==> src/rtl/prom_pkg.sv <==
// Shared types, limits and helpers for the fuse-programmable PROM model.
package prom_pkg;

    localparam int unsigned READ_LAT_MAX = 4;
    localparam int unsigned BURN_CYC_MAX = 255;
    localparam int unsigned CNT_W        = 8;
    localparam int unsigned MERGE_W      = 64;

    typedef enum logic [1:0] {
        IDLE   = 2'd0,
        BURN   = 2'd1,
        VERIFY = 2'd2,
        DONE   = 2'd3
    } prog_state_e;

    // Legal geometry/timing combination for one PROM site.
    function automatic bit params_ok(input int unsigned addr_w,
                                     input int unsigned data_w,
                                     input int unsigned read_lat,
                                     input int unsigned blank,
                                     input int unsigned burn_cyc);
        return (addr_w >= 1) && (data_w >= 1) && (data_w <= MERGE_W) &&
               (read_lat >= 1) && (read_lat <= READ_LAT_MAX) &&
               (blank <= 1) &&
               (burn_cyc >= 1) && (burn_cyc <= BURN_CYC_MAX);
    endfunction

    // One-way fuse merge: a burned bit never returns to the blank value.
    function automatic logic [MERGE_W-1:0] merge(input logic [MERGE_W-1:0] old,
                                                 input logic [MERGE_W-1:0] data,
                                                 input logic               blank);
        return blank ? (old & data) : (old | data);
    endfunction

endpackage

==> src/rtl/prom_rd_pipe.sv <==
// Valid/data delay line modelling PROM access time; valids clear on reset.
module prom_rd_pipe #(
    parameter int unsigned DEPTH  = 1,
    parameter int unsigned DATA_W = 8
) (
    input  logic              clk,
    input  logic              reset_n,
    input  logic              in_valid,
    input  logic [DATA_W-1:0] in_data,
    output logic              out_valid,
    output logic [DATA_W-1:0] out_data
);

    logic [DEPTH-1:0]  vld;
    logic [DATA_W-1:0] dat [DEPTH];

    // Shift one slot per cycle; invalid slots carry zero data so dout idles at 0.
    always_ff @(posedge clk or negedge reset_n) begin
        if (!reset_n) begin
            vld <= '0;
            for (int i = 0; i < int'(DEPTH); i++) begin
                dat[i] <= '0;
            end
        end else begin
            vld[0] <= in_valid;
            dat[0] <= in_data;
            for (int i = 1; i < int'(DEPTH); i++) begin
                vld[i] <= vld[i-1];
                dat[i] <= dat[i-1];
            end
        end
    end

    assign out_valid = vld[DEPTH-1];
    assign out_data  = dat[DEPTH-1];

endmodule

==> src/rtl/prom_fuse_array.sv <==
// Bipolar PROM model: word array, pipelined read port and fuse-burn port.
module prom_fuse_array
    import prom_pkg::*;
#(
    parameter int unsigned ADDR_W   = 5,
    parameter int unsigned DATA_W   = 8,
    parameter int unsigned READ_LAT = 1,
    parameter int unsigned BLANK    = 0,
    parameter int unsigned BURN_CYC = 16
) (
    input  logic              clk,
    input  logic              reset_n,
    input  logic              ce_n,
    input  logic [ADDR_W-1:0] addr,
    output logic [DATA_W-1:0] dout,
    output logic              rd_valid,
    input  logic              prog_req,
    input  logic [ADDR_W-1:0] prog_addr,
    input  logic [DATA_W-1:0] prog_data,
    output logic              prog_busy,
    output logic              prog_done,
    output logic              prog_err
);

    if (!params_ok(ADDR_W, DATA_W, READ_LAT, BLANK, BURN_CYC)) begin : g_param_err
        $error("prom_fuse_array: illegal parameter set");
    end

    localparam int unsigned      DEPTH      = 1 << ADDR_W;
    localparam logic             BLANK_BIT  = (BLANK != 0);
    localparam logic [DATA_W-1:0] BLANK_WORD = {DATA_W{BLANK_BIT}};
    localparam logic [CNT_W-1:0] BURN_LOAD  = CNT_W'(BURN_CYC - 1);

    // Fuse cells hold "blown" flags: an intact cell (0) reads as BLANK.
    logic [DATA_W-1:0] fuse [DEPTH];

    prog_state_e       state, state_nx;
    logic [CNT_W-1:0]  cnt, cnt_nx;
    logic [ADDR_W-1:0] addr_q, addr_nx;
    logic [DATA_W-1:0] data_q, data_nx;
    logic              err_nx, busy_nx, done_nx;
    logic              prog_acc_c, burn_fire_c, rd_acc_c;
    logic [DATA_W-1:0] stored_c, merged_c, rd_word_c;

    assign stored_c = fuse[addr_q] ^ BLANK_WORD;
    assign merged_c = DATA_W'(merge(MERGE_W'(stored_c), MERGE_W'(data_q), BLANK_BIT));

    // Programming state, latched request and registered status outputs.
    always_ff @(posedge clk or negedge reset_n) begin
        if (!reset_n) begin
            state     <= IDLE;
            cnt       <= '0;
            addr_q    <= '0;
            data_q    <= '0;
            prog_busy <= 1'b0;
            prog_done <= 1'b0;
            prog_err  <= 1'b0;
        end else begin
            state     <= state_nx;
            cnt       <= cnt_nx;
            addr_q    <= addr_nx;
            data_q    <= data_nx;
            prog_busy <= busy_nx;
            prog_done <= done_nx;
            prog_err  <= err_nx;
        end
    end

    // Burn sequencing: latch, count down the pulse, write, verify, report.
    always_comb begin
        state_nx    = state;
        cnt_nx      = cnt;
        addr_nx     = addr_q;
        data_nx     = data_q;
        err_nx      = prog_err;
        prog_acc_c  = 1'b0;
        burn_fire_c = 1'b0;
        case (state)
            IDLE: begin
                if (prog_req) begin
                    prog_acc_c = 1'b1;
                    addr_nx    = prog_addr;
                    data_nx    = prog_data;
                    err_nx     = 1'b0;
                    cnt_nx     = BURN_LOAD;
                    state_nx   = BURN;
                end
            end
            BURN: begin
                if (cnt == '0) begin
                    burn_fire_c = 1'b1;
                    state_nx    = VERIFY;
                end else begin
                    cnt_nx = cnt - CNT_W'(1);
                end
            end
            VERIFY: begin
                if (stored_c != data_q) begin
                    err_nx = 1'b1;
                end
                state_nx = DONE;
            end
            DONE: begin
                state_nx = IDLE;
            end
            default: begin
                state_nx = IDLE;
            end
        endcase
        busy_nx = (state_nx == BURN) || (state_nx == VERIFY);
        done_nx = (state_nx == DONE);
    end

    // Fuse array is non-volatile: no reset, written only on the last burn cycle.
    always_ff @(posedge clk) begin
        if (burn_fire_c) begin
            fuse[addr_q] <= merged_c ^ BLANK_WORD;
        end
    end

    // Read accept: blocked while burning and when a burn request wins the cycle.
    assign rd_acc_c  = !ce_n && !prog_busy && !prog_acc_c;
    assign rd_word_c = rd_acc_c ? (fuse[addr] ^ BLANK_WORD) : '0;

    prom_rd_pipe #(
        .DEPTH  (READ_LAT),
        .DATA_W (DATA_W)
    ) u_rd_pipe (
        .clk       (clk),
        .reset_n   (reset_n),
        .in_valid  (rd_acc_c),
        .in_data   (rd_word_c),
        .out_valid (rd_valid),
        .out_data  (dout)
    );

endmodule

==> config.mk <==
export PLATFORM = sky130hd
export DESIGN_NAME = prom_fuse_array
export DESIGN_NICKNAME = d
export VERILOG_FILES = /design/src/rtl/prom_pkg.sv /design/src/rtl/prom_rd_pipe.sv /design/src/rtl/prom_fuse_array.sv
export SDC_FILE = /design/constraint.sdc
export NUM_CORES = 1
export LEC_CHECK = 0
export CORE_UTILIZATION = 59
export CTS_CLUSTER_SIZE = 12
export DETAILED_ROUTE_END_ITERATION = 16
export MAX_ROUTING_LAYER = met4
export PLACE_DENSITY = 0.79
export SLEW_MARGIN = 20
export SYNTH_ARGS = -nofsm -noshare
export SYNTH_HDL_FRONTEND = slang
export SYNTH_SLANG_ARGS = --single-unit
==> constraint.sdc <==
create_clock -name clk -period 5.15 [get_ports clk]
set_clock_uncertainty 0.2 [all_clocks]
set_input_delay 1.03 -clock clk [delete_from_list [all_inputs] [get_ports clk]]
set_output_delay 1.03 -clock clk [all_outputs]
set_load 0.01 [all_outputs]
==> results of run 1 <==
cells in the final DEF (no fill, tap or decap), types with 5 or more instances in the layout:
cell type / netlist / routed
edfxtp_1: 256 / 256
mux4_2: 128 / 128
nor2_1: 43 / 43
nand2_1: 35 / 35
dfrtp_1: 35 / 33
a22oi_1: 32 / 32
clkbuf_16: 0 / 31
clkdlybuf4s50_1: 0 / 29
inv_1: 20 / 19
mux2i_1: 18 / 18
clkbuf_1: 16 / 14
o21ai_0: 12 / 12
buf_4: 5 / 10
ha_1: 9 / 9
and3_1: 8 / 8
a21oi_1: 8 / 8
mux2_2: 6 / 6
a221o_1: 6 / 6
a31oi_1: 6 / 6
clkbuf_8: 0 / 5
cell families (layout without fill, tap and decap cells):
family,after synthesis,in the layout,synth area share [%]
multiplexers,152,152,23.3
flip-flops,291,291,63.6
adder cells (fa/ha/maj),9,9,0.837
buffers and inverters,69,119,2.91
AND/OR/NAND/NOR,131,131,4.95
XOR/XNOR,2,2,0.130
AO/OA/AOI/OAI,80,80,4.29
where the power goes:
group	total [mW]	leakage [nW]	internal (mW)	switching, mW
Clock	2.16	0.471	1.28	0.883
Combinational	2.22	1.64	0.782	1.44
Sequential	3.62	2.72	3.35	0.269
Total	8.00	4.84	5.41	2.59
per-stage QoR:
step | cells | area, µm² | power, mW
after floorplan | 734 | 13500 | 5.02
after global placement | 1008 | 13900 | 5.70
after detailed placement | 1008 | 13900 | 5.84
after CTS | 1064 | 14900 | 7.97
after global routing | 1064 | 14900 | 8.26
final | 1064 | 14900 | 8.00
critical path: stages, from the launching register on:
cell and delay [ps]:
dfrtp_2 1070, buf_4 380, mux4_2 340, a22o_1 200
a221oi_1 210, and3_1 200, ha_1 150, clkinv_1 790
per-layer routing:
metal / GRT usage [%] / vias to the layer above / share of wire, % / wire [µm]
li1: - / 3102 / - / -
met5: - / - / 0 / 0
met1: 41.8 / 3977 / 36 / 12400
met3: 6.18 / 119 / 11 / 3790
met2: 47.2 / 554 / 47 / 16100
met4: 15.9 / 0 / 5.7 / 1940
area by class of cell:
| cell class | instances | area share (%) |
|---|---|---|
| Multi-Input combinational cell | 374 | 30.3 |
| Clock buffer | 50 | 6.03 |
| Tap cell | 280 | 2.36 |
| Sequential cell | 291 | 57.6 |
| Inverter | 20 | 0.505 |
| Timing Repair Buffer | 43 | 2.69 |
| Clock inverter | 6 | 0.513 |
sequential cells by signal, summed over array words and instances (netlist names), 2 cells and up:
register	flops
fuse	256
cnt	8
data_q	8
u_rd_pipe.out_data	8
addr_q	5
state	2
worst max-delay path by stage:
| stage | slack, ps | cells past startpoint | start | to |
|---|---|---|---|---|
| 6_report | 1020 | 7 | addr_q[1] | fuse[24][5] |
| 5_1_grt | 830 | 6 | addr_q[0] | fuse[24][5] |
| 3_3_place_gp | 1500 | 8 | addr_q[0] | prog_err |
| 3_5_place_dp | 1400 | 6 | addr_q[0] | fuse[14][6] |
| 4_1_cts | 1400 | 6 | addr_q[0] | fuse[0][6] |
| 2_1_floorplan | 2440 | 9 | addr_q[0] | prog_err |
==> results.md, run 1 <==
* Placer congestion estimate at 0.995
* Hold crit path type: reg -> reg
* CP Class: reg -> reg
* Sequential area share after synthesis at 63.6%
* Mapped Cells at 734
* Syn-to-layout area delta at 10.5%
* Internal reg-to-reg setup slack at 1020 ps
* Clock tree root driver cell: clkbuf_16
* P_leak at 4.84 nW
* Grt ovf at 0
* DR WL/cell at 32.2 µm
* Most common cell in the netlist: edfxtp_1
* Total Wirelength at 34300 µm
* Worst Path Max Fanout at 42
* Post-route ant nets at 0
* Top-area cell type share of the netlist area at 57.1%
* Final setup TNS at 0 ps
* Final min period at 4130 ps
* Largest net degree at the start of global routing at 43
* CTS tree: done
* Worst Max-Slew Pin Slew at 1090 ps
* FMAX at 0.242 GHz
* Share of cells above drive strength 1 at 25.3%
* Required @ worst endpoint at 4920 ps
* Global-route wire length before repair at 51500 µm
* Final core occ at 67.3%
* Number of core rows at 54
* Sequential cell area at 8570 µm²
* Die Y at 153 µm
* Worst-path clk slew at 60 ps
* GRT Util Overall at 31.5%
* Status: completed
* VDD IR max at 360 µV
* Hold path depth at 1
* Vias in the first global route at 7896
* Synth top cells by count: edfxtp_1 (256), mux4_2 (128), nor2_1 (43)
* Final Max Slew Viols at 0
* DRT iter0 DRCs at 996
* Post-layout nets at 791
* CP Launch Type: register
* Worst endpoint data arrival time at 3900 ps
* Crit end category: register
* Fillcell total at 1381
* # DRC at 0
* Synth top area cells: edfxtp_1 (57%), mux4_2 (21%), dfrtp_1 (6.5%)
* Clock buffer depth at 3
* Synthesized net count at 765
* Yosys cell types at 49
* Synth Flop Type: edfxtp_1
* Starting Density at 60.9%
* CTS Buf Count at 30
* Place WS at 1400 ps
* Hold EP: cnt[0]
* PwrDens at 538 nW/µm²
* Hold Fails Final Rpt at 0
* Worst r2r dst: fuse[24][5]
* Synth Warn # at 0
* DR vias/cell at 7.29
* Max-cap violation count at 0
* Final worst setup slack at 1020 ps
* Postcts setup bufs at 0
* Post-DP HPWL at 21900 µm
* R2R depth at 7
* Final worst path period share at 80.3%
* Final setup viols at 0
* Mapped cell area at 13500 µm²
* Hold path startpoint: cnt[0]
* Clk_lat worst skew at 560 ps
* # port buffers at 33
* CTS Hold Buffers Added at 0
* Crit Reg-Reg Startpoint: addr_q[1]
* CTS H-tree depth at 1
* EDFF count, synth at 256
* Synth Register Bits at 291
* Die footprint at 23400 µm²
* Core area at 22100 µm²
* Ys async rst share at 12.0%
* Drt first pass iters at 5
* Multi-input logic area at 4500 µm²
* Chip width at 153 µm
* Io pins at 34
* Avg Inst Size Synth at 18.3 µm²
* RSZ-0062 raised after global routing: no
* Initial antenna violation count at 0
* Vias at 7752
* Hold slack at 328 ps
* # diodes at 0
* Post_cts resized at 0
* Slew HR at 27.2%
* Yosys top cell by area: edfxtp_1
* CTS Sinks at 291
(Power assumes the default switching activity.)
==> inputs of run 2 (changes only) <==
==> constraint.sdc (replaced) <==
create_clock -name clk -period 4.05 [get_ports clk]
set_clock_uncertainty 0.2 [all_clocks]
set_input_delay 0.81 -clock clk [delete_from_list [all_inputs] [get_ports clk]]
set_output_delay 0.81 -clock clk [all_outputs]
set_load 0.01 [all_outputs]
==> results.md, run 2 (synthesized netlist as in run 1, its figures left out) <==
* Total Wirelength at 34500 µm
* Vias in the first global route at 7877
* Starting Density at 60.9%
* Final core occ at 68.5%
* Post-DP HPWL at 23400 µm
* Most frequent cells in the layout: edfxtp_1 (256), mux4_2 (128), buf_4 (49)
* Final setup viols at 0
* Internal reg-to-reg setup slack at 320 ps
* Global-route wire length before repair at 51300 µm
* Worst r2r dst: prog_err
* Die Y at 153 µm
* DR WL/cell at 31.2 µm
* CTS Hold Buffers Added at 0
* Top reg by flops: fuse
* Required @ worst endpoint at 4290 ps
* PwrDens at 664 nW/µm²
* Post-route ant nets at 0
* Largest net degree at the start of global routing at 36
* Post_cts resized at 0
* Number of core rows at 54
* Commonest non-fill, non-tap cell in the layout: edfxtp_1
* # port buffers at 33
* Non-filler cells in the finished layout at 1106
* Multi-input logic area at 4500 µm²
* VDD IR max at 344 µV
* # DRC at 0
* Status: completed
* Vias at 7868
* Worst-path clk slew at 60 ps
* Final worst path period share at 92.2%
* CTS tree: done
* Hold crit path type: in -> async
* Initial antenna violation count at 1
* Max-cap violation count at 0
* Final setup TNS at 0 ps
* CTS Buf Count at 30
* Crit end category: register
* Clk_lat worst skew at 570 ps
* Worst Path Max Fanout at 26
* # diodes at 0
* Crit Reg-Reg Startpoint: addr_q[0]
* Die footprint at 23400 µm²
* Fillcell total at 1398
* Clock tree root driver cell: clkbuf_16
* R2R depth at 8
* GRT Util Overall at 31.6%
* Drt first pass iters at 6
* Placer congestion estimate at 1.00
* CTS H-tree depth at 1
* Postcts setup bufs at 0
* Share of cells above drive strength 1 at 29.1%
* FMAX at 0.268 GHz
* Core area at 22100 µm²
* CTS Sinks at 291
* Io pins at 34
* CP Launch Type: register
* Worst endpoint data arrival time at 3970 ps
* Syn-to-layout area delta at 12.5%
* Final Max Slew Viols at 0
* Grt ovf at 0
* Post-place instance area at 14300 µm²
* DR vias/cell at 7.11
* RSZ-0062 raised after global routing: no
* Finished Cell Area at 15100 µm²
* Hold Fails Final Rpt at 0
* Clock buffer depth at 3
* Worst Max-Slew Pin Slew at 1070 ps
* Final min period at 3730 ps
* Slew HR at 28.6%
* Post-layout nets at 833
* DRT iter0 DRCs at 1082
* Max reg flops at 256
* CP Class: reg -> reg
* Hold slack at 186 ps
* Dpl cells at 1050
* P_leak at 5.04 nW
* Sequential cell area at 8570 µm²
* Chip width at 153 µm
run 2: cell count changes in the layout (fill, tap and decap cells not counted), sizes merged:
cell / previous run / this run
buf: 14 / 56
bufinv: 2 / 0
clkbuf: 50 / 49
clkinv: 5 / 7
inv: 19 / 20
run 2: through the flow:
step	power, mW	worst slack, ps
2_1_floorplan	6.38	1340
3_3_place_gp	7.39	467
3_5_place_dp	7.54	443
4_1_cts	10.0	415
5_1_grt	10.4	169
6_report	10.0	317
run 2: final cells by class:
cell class / count / area share [%]
Inverter: 20 / 0.496
Sequential cell: 291 / 56.6
Timing Repair Buffer: 85 / 4.97
Clock buffer: 49 / 5.56
Tap cell: 280 / 2.31
Clock inverter: 7 / 0.330
Multi-Input combinational cell: 374 / 29.7
run 2: how the worst max path moves through the flow:
stage / startpoint / endpoint / slack (ps) / depth (start not counted)
2_1_floorplan: addr_q[0] / prog_err / 1340 / 9
5_1_grt: addr_q[0] / fuse[4][3] / 170 / 6
3_5_place_dp: addr_q[0] / fuse[4][3] / 440 / 6
3_3_place_gp: addr_q[0] / prog_err / 470 / 8
4_1_cts: addr_q[0] / fuse[4][3] / 410 / 6
6_report: addr_q[0] / prog_err / 320 / 8
run 2: report_power, final:
group / total [mW] / switching [mW] / internal, mW
logic: 3.04 / 1.98 / 1.06
clock network: 2.51 / 1.09 / 1.42
registers: 4.51 / 0.247 / 4.26
total: 10.0 / 3.32 / 6.73
run 2: layer usage:
metal / global-route usage (%) / up-vias / routed length [µm]
met3: 7.00 / 82 / 3800
met2: 48.8 / 523 / 16600
met5: - / - / 0
met1: 42.9 / 4071 / 13000
li1: - / 3192 / -
met4: 8.85 / 0 / 1130
run 2: worst max-delay path, stage by stage, from the launching register on:
cell and delay, ps:
dfrtp_4 750, buf_4 350, mux4_2 540, a22oi_1 610, and4_1 310, ha_1 230
nor4_1 290, a21oi_1 140, a21o_1 170
==> inputs of run 3 (changes only) <==
--- a/config.mk
+++ b/config.mk
@@ -6,6 +6,7 @@
 export NUM_CORES = 1
 export LEC_CHECK = 0
 export CORE_UTILIZATION = 59
+export CTS_CLUSTER_DIAMETER = 30
 export CTS_CLUSTER_SIZE = 12
 export DETAILED_ROUTE_END_ITERATION = 16
 export MAX_ROUTING_LAYER = met4
==> constraint.sdc (replaced) <==
create_clock -name clk -period 4 [get_ports clk]
set_clock_uncertainty 0.2 [all_clocks]
set_input_delay 0.8 -clock clk [delete_from_list [all_inputs] [get_ports clk]]
set_output_delay 0.8 -clock clk [all_outputs]
set_load 0.01 [all_outputs]
==> results.md, run 3 (synthesized netlist as in run 1, its figures left out) <==
* Worst-path clk slew at 50 ps
* RSZ-0062 raised after global routing: no
* Hold crit path type: in -> async
* Post_cts resized at 0
* Worst r2r dst: fuse[12][1]
* CTS Buf Count at 52
* Clock share of power at 35.7%
* Die Y at 153 µm
* # DRC at 0
* DR vias/cell at 7.04
* Max reg flops at 256
* Die footprint at 23400 µm²
* CP Class: reg -> reg
* Crit end category: register
* Io pins at 34
* Vias at 8105
* Switching Fraction at 31.3%
* Worst-path cell chain: nand2_1 > nor2_1 > a22oi_1 > and4_1 > ha_1 > inv_1
* # port buffers at 33
* Status: completed
* Slowest CP cell: inv_1
* Initial antenna violation count at 1
* Post-DP HPWL at 23900 µm
* Required @ worst endpoint at 3990 ps
* Slew HR at 28.2%
* Most frequent cells in the layout: edfxtp_1 (256), mux4_2 (128), buf_4 (54)
* Starting Density at 60.9%
* CTS Sinks at 291
* Final Max Slew Viols at 0
* CTS Hold Buffers Added at 0
* Crit-path leading delay family: simple AND/OR/NAND/NOR gates
* P_leak at 5.46 nW
* Grt ovf at 0
* GRT Util Overall at 32.8%
* Final setup viols at 0
* Hold Fails Final Rpt at 0
* Share of cells above drive strength 1 at 33.3%
* Worst Path Max Fanout at 32
* Postcts setup bufs at 0
* FMAX at 0.282 GHz
* Internal reg-to-reg setup slack at 450 ps
* Vias in the first global route at 8300
* CP Launch Type: register
* CP Buf/Inv Count at 1
* Core area at 22100 µm²
* Placer congestion estimate at 0.929
* Place WS at 606 ps
* CTS tree: done
* R2R depth at 6
* Number of core rows at 54
* Crit Reg-Reg Startpoint: addr_q[2]
* Clock buffer depth at 3
* Sequential cell area at 8570 µm²
* Commonest non-fill, non-tap cell in the layout: edfxtp_1
* Drt first pass iters at 5
* Critical path's largest stage delay at 770 ps
* Max-cap violation count at 0
* Multi-input logic area at 4500 µm²
* Global-route wire length before repair at 53200 µm
* Crit path launch: addr_q[2]
* Final worst setup slack at 451 ps
* Clock tree root driver cell: clkbuf_16
* DR WL/cell at 30.9 µm
* Worst Max-Slew Pin Slew at 1080 ps
* Combinational share of power at 26.3%
* Top reg by flops: fuse
* Final worst path period share at 88.7%
* Post-route ant nets at 0
* Syn-to-layout area delta at 19.2%
* Clk_lat worst skew at 550 ps
* P_sw at 3.75 mW
* Fillcell total at 1273
* Worst endpoint data arrival time at 3540 ps
* Total Wirelength at 35600 µm
* Post-layout nets at 861
* PwrDens at 747 nW/µm²
* Final min period at 3550 ps
* CTS H-tree depth at 2
* Internal power at 8.23 mW
* Largest net degree at the start of global routing at 44
* VDD IR max at 521 µV
* Sequential share of power at 38.0%
* Chip width at 153 µm
* DRT iter0 DRCs at 1194
* # diodes at 0
* Final setup TNS at 0 ps
run 3: changes by cell type in the layout (fill, tap and decap cells not counted):
| cell | change |
|---|---|
| clkbuf_16 | +23 |
| clkbuf_1 | -10 |
| clkinv_4 | +7 |
| clkinv_1 | +6 |
| clkinvlp_4 | +6 |
| inv_6 | +6 |
| buf_4 | +5 |
| bufinv_16 | +5 |
| clkinv_2 | -2 |
| buf_12 | +1 |
| clkbuf_8 | -1 |
| clkinv_8 | -1 |
| inv_8 | +1 |
run 3: how the worst max path moves through the flow:
stage | to | slack, ps | cells past startpoint
after floorplan | prog_err | 1290 | 9
after global placement | fuse[16][3] | 730 | 6
after detailed placement | fuse[16][1] | 610 | 7
after CTS | fuse[7][1] | 550 | 7
after global routing | fuse[30][0] | 360 | 6
final | fuse[12][1] | 450 | 6
run 3: layout make-up:
class	count	area share, %
clock buffers	61	8.52
clock inverters	35	2.29
inverters	20	0.468
multi-input cells	374	28.1
flip-flops and latches	291	53.4
well taps	280	2.18
repair buffers	91	5.05
run 3: worst register-to-register path, cell delays in order (launching register included):
cell	delay [ps]
dfrtp_1	640
nand2_1	140
nor2_1	630
a22oi_1	330
and4_1	300
ha_1	180
inv_1	770
run 3: layer usage:
| metal | vias to the layer above | wire (µm) | global-route usage, % |
|---|---|---|---|
| met5 | - | 0 | - |
| met4 | 0 | 1450 | 12.7 |
| met3 | 95 | 4030 | 7.06 |
| met2 | 574 | 17500 | 51.5 |
| met1 | 4170 | 12600 | 42.3 |
| li1 | 3266 | - | - |
run 3: power by group through the flow:
stage | clock, mW | sequential, mW | combinational [mW]
after global routing | 4.44 | 4.58 | 3.33
after floorplan | 0 | 4.43 | 2.03
after detailed placement | 0 | 4.60 | 3.07
after global placement | 0 | 4.58 | 2.95
after CTS | 4.31 | 4.55 | 3.09
final | 4.28 | 4.55 | 3.15
run 3: metrics by stage:
step                      total power [mW]  cell area (µm²)  cells  hold WS [ps]  utilization, %
after floorplan                       6.46            13500    734           285               -
after global placement                7.53            14300   1056           299            64.8
after detailed placement              7.67            14300   1056           299            64.8
after CTS                             11.9            16000   1152           203            72.6
after global routing                  12.4            16000   1152           240            72.6
final                                 12.0            16000   1152           200            72.6
